--- src/rtl/mem_ctrl_pkg.sv ---
// Shared definitions for the byte-serialising memory controller:
// request length codes, FSM states and length helpers.
package mem_ctrl_pkg;

    localparam logic [1:0] LEN_BYTE = 2'b00;
    localparam logic [1:0] LEN_HALF = 2'b01;
    localparam logic [1:0] LEN_WORD = 2'b10;

    typedef enum logic [1:0] {
        ST_IDLE  = 2'd0,
        ST_READ  = 2'd1,
        ST_WRITE = 2'd2,
        ST_DONE  = 2'd3
    } state_e;

    // Number of bus bytes for a request; the illegal code 11 acts as a word.
    function automatic logic [2:0] byte_count(input logic [1:0] len);
        logic [2:0] n;
        case (len)
            LEN_BYTE: n = 3'd1;
            LEN_HALF: n = 3'd2;
            default:  n = 3'd4;
        endcase
        return n;
    endfunction

    // Keeps only the bytes a read of this length actually fetched.
    function automatic logic [31:0] len_mask(input logic [1:0] len);
        logic [31:0] m;
        case (len)
            LEN_BYTE: m = 32'h0000_00FF;
            LEN_HALF: m = 32'h0000_FFFF;
            default:  m = 32'hFFFF_FFFF;
        endcase
        return m;
    endfunction

endpackage

--- src/rtl/mem_ctrl.sv ---
// Memory request responder: arbitrates IF/MEM requests and serialises
// them into byte transactions on the 8-bit RAM/IO bus.
module mem_ctrl
    import mem_ctrl_pkg::*;
#(
    parameter int ADDR_WIDTH = 32
) (
    input  logic                  clk_in,
    input  logic                  rst_in,
    input  logic                  rdy_in,
    input  logic                  if_req_in,
    input  logic [ADDR_WIDTH-1:0] if_addr_in,
    input  logic                  if_flush_in,
    output logic                  if_done_out,
    input  logic                  ls_req_in,
    input  logic                  ls_we_in,
    input  logic [1:0]            ls_len_in,
    input  logic [ADDR_WIDTH-1:0] ls_addr_in,
    input  logic [31:0]           ls_wdata_in,
    output logic                  ls_done_out,
    output logic [31:0]           rdata_out,
    input  logic [7:0]            mem_din,
    output logic [7:0]            mem_dout,
    output logic [ADDR_WIDTH-1:0] mem_a,
    output logic                  mem_wr
);

    localparam logic [ADDR_WIDTH-1:0] ADDR_ONE = 1;

    state_e                r_state;
    state_e                w_state_nxt;
    logic [31:0]           r_wdata;
    logic [1:0]            r_len;
    logic                  r_is_if;
    logic [1:0]            r_cnt;
    logic                  r_phase;
    logic [31:0]           r_buf;
    logic [31:0]           r_rdata;
    logic [ADDR_WIDTH-1:0] r_mem_a;
    logic [7:0]            r_dout;
    logic                  r_wr;
    logic                  r_if_done;
    logic                  r_ls_done;

    logic                  w_if_acc;
    logic                  w_abort;
    logic                  w_last;
    logic [2:0]            w_n;
    logic [1:0]            w_last_idx;
    logic [1:0]            w_cnt_inc;
    logic [7:0]            w_next_byte;
    logic [31:0]           w_asm;

    assign w_if_acc    = !ls_req_in && if_req_in && !if_flush_in;
    assign w_abort     = (r_state == ST_READ) && r_is_if && if_flush_in;
    assign w_n         = byte_count(r_len);
    assign w_last_idx  = 2'(w_n - 3'd1);
    assign w_last      = (r_cnt == w_last_idx);
    assign w_cnt_inc   = r_cnt + 2'd1;
    assign w_next_byte = r_wdata[{w_cnt_inc, 3'b000} +: 8];

    // Final read word: captured bytes plus the byte on the bus, upper bytes cleared.
    always_comb begin
        w_asm = r_buf;
        w_asm[{r_cnt, 3'b000} +: 8] = mem_din;
        w_asm = w_asm & len_mask(r_len);
    end

    // Next-state logic; MEM wins arbitration, a flushed IF read is dropped.
    always_comb begin
        w_state_nxt = r_state;
        unique case (r_state)
            ST_IDLE: begin
                if (ls_req_in)
                    w_state_nxt = ls_we_in ? ST_WRITE : ST_READ;
                else if (w_if_acc)
                    w_state_nxt = ST_READ;
            end
            ST_READ: begin
                if (w_abort)
                    w_state_nxt = ST_IDLE;
                else if (r_phase && w_last)
                    w_state_nxt = ST_DONE;
            end
            ST_WRITE: begin
                if (w_last)
                    w_state_nxt = ST_DONE;
            end
            ST_DONE: w_state_nxt = ST_IDLE;
            default: w_state_nxt = ST_IDLE;
        endcase
    end

    // State register; a low rdy_in freezes the FSM.
    always_ff @(posedge clk_in) begin
        if (rst_in)
            r_state <= ST_IDLE;
        else if (rdy_in)
            r_state <= w_state_nxt;
    end

    // Datapath: request latch, byte counter, bus drive and read assembly.
    always_ff @(posedge clk_in) begin
        if (rst_in) begin
            r_wdata   <= '0;
            r_len     <= LEN_BYTE;
            r_is_if   <= 1'b0;
            r_cnt     <= '0;
            r_phase   <= 1'b0;
            r_buf     <= '0;
            r_rdata   <= '0;
            r_mem_a   <= '0;
            r_dout    <= '0;
            r_wr      <= 1'b0;
            r_if_done <= 1'b0;
            r_ls_done <= 1'b0;
        end else if (rdy_in) begin
            r_if_done <= 1'b0;
            r_ls_done <= 1'b0;
            unique case (r_state)
                ST_IDLE: begin
                    if (ls_req_in || w_if_acc) begin
                        r_is_if <= !ls_req_in;
                        r_len   <= ls_req_in ? ls_len_in : LEN_WORD;
                        r_mem_a <= ls_req_in ? ls_addr_in : if_addr_in;
                        r_wdata <= ls_wdata_in;
                        r_cnt   <= '0;
                        r_phase <= 1'b0;
                        if (ls_req_in && ls_we_in) begin
                            r_dout <= ls_wdata_in[7:0];
                            r_wr   <= 1'b1;
                        end
                    end
                end
                ST_READ: begin
                    if (!w_abort) begin
                        if (r_phase) begin
                            r_buf[{r_cnt, 3'b000} +: 8] <= mem_din;
                            r_mem_a <= r_mem_a + ADDR_ONE;
                            r_cnt   <= w_cnt_inc;
                            r_phase <= 1'b0;
                            if (w_last) begin
                                r_rdata   <= w_asm;
                                r_if_done <= r_is_if;
                                r_ls_done <= !r_is_if;
                            end
                        end else begin
                            r_phase <= 1'b1;
                        end
                    end
                end
                ST_WRITE: begin
                    if (w_last) begin
                        r_wr      <= 1'b0;
                        r_ls_done <= 1'b1;
                    end else begin
                        r_mem_a <= r_mem_a + ADDR_ONE;
                        r_dout  <= w_next_byte;
                        r_cnt   <= w_cnt_inc;
                    end
                end
                ST_DONE: begin
                end
                default: begin
                end
            endcase
        end
    end

    assign if_done_out = r_if_done;
    assign ls_done_out = r_ls_done;
    assign rdata_out   = r_rdata;
    assign mem_a       = r_mem_a;
    assign mem_dout    = r_dout;
    assign mem_wr      = r_wr & rdy_in;

endmodule

--- config.mk ---
export PLATFORM = sky130hd
export DESIGN_NAME = mem_ctrl
export DESIGN_NICKNAME = d
export VERILOG_FILES = /design/src/rtl/mem_ctrl_pkg.sv /design/src/rtl/mem_ctrl.sv
export SDC_FILE = /design/constraint.sdc
export NUM_CORES = 1
export LEC_CHECK = 0
export BUFFER_PORTS_ARGS = -buffer_cell sky130_fd_sc_hd__buf_2
export CAP_MARGIN = 20
export CORE_MARGIN = 2
export CORE_UTILIZATION = 25
export DETAILED_ROUTE_END_ITERATION = 10
export PLACE_DENSITY = 0.54
export RECOVER_POWER = 50
export SYNTH_ARGS = -nofsm -noshare
export SYNTH_HDL_FRONTEND = slang
export SYNTH_SLANG_ARGS = --single-unit
--- constraint.sdc ---
create_clock -name clk_in -period 6.8 [get_ports clk_in]
set_clock_uncertainty 0.2 [all_clocks]
set_input_delay 0.68 -clock clk_in [delete_from_list [all_inputs] [get_ports clk_in]]
set_output_delay 0.68 -clock clk_in [all_outputs]
set_load 0.01 [all_outputs]
### After elaboration in Yosys (flattened, before gate mapping)

Index checks and enable logic that the tools add are counted.

| storage, ports and cells | value |
|---|---|
| bits in registers | 147 |
| input port bits | 113 |

| cells by class | value |
|---|---|
| add/subtract/negate cells | 4 |
| eq/ne operators | 13 |
| shifts and indexed selects | 3 |
| mux-type cells | 43 |
| bitwise logic cells | 3 |
| reduce and logical (&&, ||, !) cells | 23 |

Operators by type and width:

| cell | number |
|---|---|
| 32-bit two-way mux | 5 |
| 32-bit one-hot mux with 3 select lines | 1 |
| 32-bit one-hot mux with 2 select lines | 1 |
| 32-bit by 1-bit adder with 32-bit output (second input constant) | 1 |
| 32-bit bitwise AND | 1 |
| 32-bit bitwise mux | 1 |
| 8-bit by 7-bit variable shift with 32-bit output (first input constant) | 1 |
| 32-bit by 6-bit variable part select with 8-bit output | 1 |
| 8-bit by 7-bit variable part select with 32-bit output | 1 |
| 8-bit two-way mux | 3 |
| 2-bit two-way mux | 11 |
| 8-bit one-hot mux with 2 select lines | 1 |
| 5-bit AND reduction | 3 |
| 1-bit two-way mux | 14 |
| 2-bit inequality test (second input constant) | 6 |
| 4-bit AND reduction | 3 |
| 2-bit one-hot mux with 4 select lines | 1 |
| 5-bit negator with 7-bit output | 1 |
| 1-bit logical AND | 6 |
| 1-bit one-hot mux with 2 select lines | 3 |
| 2-bit one-hot mux with 3 select lines | 1 |
| 6-bit AND reduction | 1 |
| 2-bit by 1-bit == test with 1-bit output (second input constant) | 2 |
| 2-bit == test (second input constant) | 2 |
| other kinds (14) | 18 |

### Depth between registers and ports, before layout

| logic depth | value |
|---|---|
| depth in word-level cells | 8 |
| mapped depth | 9 |

### Least setup slack after synthesis

Ideal clock, no wire load.

| timing | value |
|---|---|
| path type | register to register |
| from | register r_cnt[0] |
| to | register r_buf[0] |
| arrival | 2091 ps |
| required time | 6514 ps |
| path slack | 4423 ps |
| stages on the path, launching flop included | 7 |
| buffers on the path | 1 |
| cell sequence | dfxtp_1 > inv_1 > ha_1 > buf_1 > nor3_1 > a21oi_1 > a211oi_1 |

| on the way | value |
|---|---|
| longest elaborated chain between the ends | 3 |
| elaborated cells on any way between the ends | 4 |
| classes of those cells | add/sub: 1; shift: 2; mux: 1 |

RTL lines:

| item | RTL line | source |
|---|---|---|
| start: declaration | mem_ctrl.sv:35 | `logic [1:0] r_cnt;` |
| start signal: assignment | mem_ctrl.sv:140 | `r_cnt <= w_cnt_inc;` |
| start signal: assignment | mem_ctrl.sv:159 | `r_cnt <= w_cnt_inc;` |
| 5-bit negator with 7-bit output (*) | mem_ctrl.sv:138 | `r_buf[{r_cnt, 3'b000} +: 8] <= mem_din;` |
| 8-bit by 7-bit variable part select with 32-bit output / 8-bit by 7-bit variable shift with 32-bit output (equally long branches) | mem_ctrl.sv:138 |  |
| 32-bit bitwise mux (*) | mem_ctrl.sv:138 |  |
| end signal: indexed assignment | mem_ctrl.sv:138 |  |
| end: declaration | mem_ctrl.sv:37 | `logic [31:0] r_buf;` |

Every way passes the cells marked *; elsewhere a longest branch is shown, timed or not.
A chain may end at the register's enable or synchronous reset.

### Final worst setup path

| timing | value |
|---|---|
| from | input port ls_req_in |
| to | register r_mem_a[30], in the netlist mem_a[30] |

| on the way | value |
|---|---|
| longest elaborated chain between the ends | 6 |
| elaborated cells on any way between the ends | 9 |
| classes of those cells | eq/ne: 1; mux: 3; reduce/logical: 5 |

RTL lines:

| item | RTL line | source |
|---|---|---|
| start: declaration | mem_ctrl.sv:15 | `input logic ls_req_in,` |
| 1-bit logical NOT | mem_ctrl.sv:54 | `assign w_if_acc = !ls_req_in && if_req_in && !if_flush_in;` |
| 1-bit logical AND (2 in a row) | mem_ctrl.sv:54 |  |
| 1-bit logical OR | mem_ctrl.sv:122 | `if (ls_req_in \|\| w_if_acc) begin` |
| 2-bit inequality test (no source line) | -- |  |
| 6-bit AND reduction (no source line) | -- |  |
| end signal: assignment | mem_ctrl.sv:125 | `r_mem_a <= ls_req_in ? ls_addr_in : if_addr_in;` |
| end signal: assignment | mem_ctrl.sv:139 | `r_mem_a <= r_mem_a + ADDR_ONE;` |
| end signal: assignment | mem_ctrl.sv:157 | `r_mem_a <= r_mem_a + ADDR_ONE;` |
| end: declaration | mem_ctrl.sv:39 | `logic [ADDR_WIDTH-1:0] r_mem_a;` |

Several ways; a longest one is shown, not always the timed one. The select of a mux whose other input is x is not followed.

==> impl_metrics.tcl <==
set metrics [dict create \
    place.port_buffers 187 \
    drtPass1Iterations 5 \
    clock-sinks 147 \
    required_ns 6.95 \
    htreeDepth 4 \
    syn-num-nets 1056 \
    synth-seq-cells 147 \
    drv_slew 76 \
    vias 7344 \
    cap_violations 2 \
    status "complete, but fails checks" \
    async_flop_share_pct 0 \
    gp_congestion 0.821 \
    pre_cts_ws_ns 2.99 \
    rsz0062_at_grt "no" \
    setup_violations 0 \
    fmax_ghz 0.250 \
    areaGrowthSynthToFinish_pct 23.5 \
    postLayoutSetupSlackWorst_ns 2.79 \
    fp.dieW_um 177 \
    cp_data_arrival_time_ns 4.16 \
    initial_core_util_pct 25.4 \
    cts_hold_buf 0 \
    ctsRootBufferMaster "clkbuf_16" \
    antenna_left 0 \
    endpoint_kind "flop" \
    leakage_nw 3.23 \
    violations "capacitance limit, slew limit" \
    drt-total-wl_mm 24.3 \
    tightestPinTransition_ns 2.38 \
    wire_per_inst_um 16.3 \
    cp_max_fo 41 \
    cts_tree "done" \
    hold_path_class "flop to flop" \
    first_iter_violations 473 \
    path_clk_slew_ns 0.07 \
    io_pins 188 \
    finalCritPeriodShare_pct 58.9 \
    cts_resized 0 \
    route.detailed.drc 0 \
    worstSetupPathType "input port to flop" \
    avgSynthCellArea_um2 8.07 \
    rows 63 \
    ys.warnings.count 0 \
    clk_latency_ns 0.43 \
    synth_common_cells "dfxtp_1, nand2_1, a21oi_1, nor2_1, a211oi_1" \
    p_total_w 0.00243 \
    ys.flop_type "dfxtp_1" \
    synth_edf_count 0 \
    power_density_nw_per_um2 262 \
    grt_max_degree 77 \
    cts_made_buffers 17 \
    yosysSeqAreaShare_pct 39.1 \
    vdd_drop_max_uv 174 \
    syn-instance-count 932 \
    hpwl_mm 16.7 \
    layout_min_cycle_time_ns 4.01 \
    viasPerCell 4.94 \
    yosysUniqueCellTypes 59 \
    synth_area_um2 7520 \
    synthDominantCellAreaShare_pct 39.1 \
    track_usage_pct 15.3 \
    synth_top_area_cell "dfxtp_1" \
    drive_gt1_share_pct 16.5 \
    die_height_um 177 \
    grt_overflow 0 \
    cts_setup_buffers 0 \
    synth.most_common_cell "dfxtp_1" \
    critPathLaunchType "input port" \
    synth.area.top_cells "dfxtp_1, a21oi_1, mux2i_1, nand2_1, a211oi_1" \
    tns_ns 0 \
    grt_pass1_wl_mm 38.0 \
    dieArea_um2 31500 \
    grt_pass1_vias 6813 \
    clock_path_buffers 2 \
    grt_antenna_before_repair 3 \
    coreArea_um2 29600 \
    slew_headroom_pct -58.4 \
    hold_viol 0 \
    nets 1208 \
]
[final timing paths]
path	from	endpoint	slack (ns)	cells after the start
hold / removal	r_wdata[5]	r_wdata[5]	0.25	2
hold reg to reg	r_wdata[5]	r_wdata[5]	0.25	2
setup / recovery	ls_req_in	mem_a[30]	2.79	8
setup reg to reg	r_cnt[0]	rdata_out[12]	3.00	7
[metal layers]
layer  GRT usage, %  up-vias  share of wire (%)
li1               -     3644                  -
met5              0        -               0.12
met3           3.64       27                5.9
met2           24.6      221                 46
met1           20.6     3448                 46
met4           3.96        4                1.2
[layout make-up]
cell class	count	area (um^2)
fill	3277	20400
inverter	13	48.8
timing repair buffer	200	961
tap	390	488
sequential	147	2940
antenna	1	2.50
multi-input combinational	705	4260
clock buffer	18	439
clock inverter	14	141
[state kept, by name, indices dropped and copies added, names as in the netlist, 2 cells and up]
register / count
mem_a: 32
rdata_out: 32
r_state: 2
r_buf: 32
r_wdata: 32
mem_dout: 8
r_cnt: 2
r_len: 2
[through the flow]
stage,hold slack (ns),utilization [%],area [um^2],instances
5_1_grt,0.276,31.3,9290,1488
6_report,0.254,31.3,9290,1488
3_3_place_gp,0.239,29.6,8760,1451
3_5_place_dp,0.247,29.6,8770,1452
2_1_floorplan,0.233,-,7520,932
4_1_cts,0.256,31.5,9350,1484
[logic make-up after synthesis]
family / Yosys count / synth area share, %
mux: 66 / 10.2
fa+ha+maj: 11 / 1.83
buf+inv: 80 / 4.23
compound gates: 244 / 20.3
flops: 147 / 39.1
xor+xnor: 1 / 0.216
simple gates: 383 / 24.1
[where the power goes]
part           leakage (nW)  total [W]  switching (W)  internal, W
sequential             1.19   0.000993      0.0000746     0.000919
combinational          1.76   0.000500       0.000312     0.000188
clock                 0.278   0.000940       0.000415     0.000525
[cell usage in the layout, fill, tap and decap left out, types with 3 or more instances in the layout]
| cell type | n |
|---|---|
| a211oi_1 | 56 |
| a21oi_1 | 108 |
| a31oi_1 | 9 |
| and2_1 | 3 |
| and3_1 | 8 |
| and4_1 | 3 |
| buf_2 | 112 |
| buf_4 | 9 |
| clkbuf_1 | 76 |
| clkbuf_16 | 17 |
| clkinvlp_4 | 3 |
| dfxtp_1 | 147 |
| ha_1 | 11 |
| inv_1 | 11 |
| inv_6 | 5 |
| mux2_2 | 6 |
| mux2i_1 | 52 |
| mux4_2 | 8 |
| nand2_1 | 119 |
| nand3_1 | 24 |
| nand4_1 | 6 |
| nor2_1 | 106 |
| nor2b_1 | 54 |
| nor3_1 | 22 |
| nor4_1 | 9 |
| o211ai_1 | 3 |
| o21ai_0 | 32 |
| o22ai_1 | 3 |
| o31a_1 | 3 |
| o32ai_1 | 4 |
| or2_2 | 4 |
| or3_1 | 9 |
| or4_1 | 5 |
[critical path: stages]
cell and delay, ns:
buf_2 0.07, clkbuf_1 1.67, nand2b_1 0.27, o211ai_1 0.19, a211o_1 0.34, buf_4 0.25, or4_1 0.50, a31oi_1 0.16
Power figures use the tool's default switching activity.
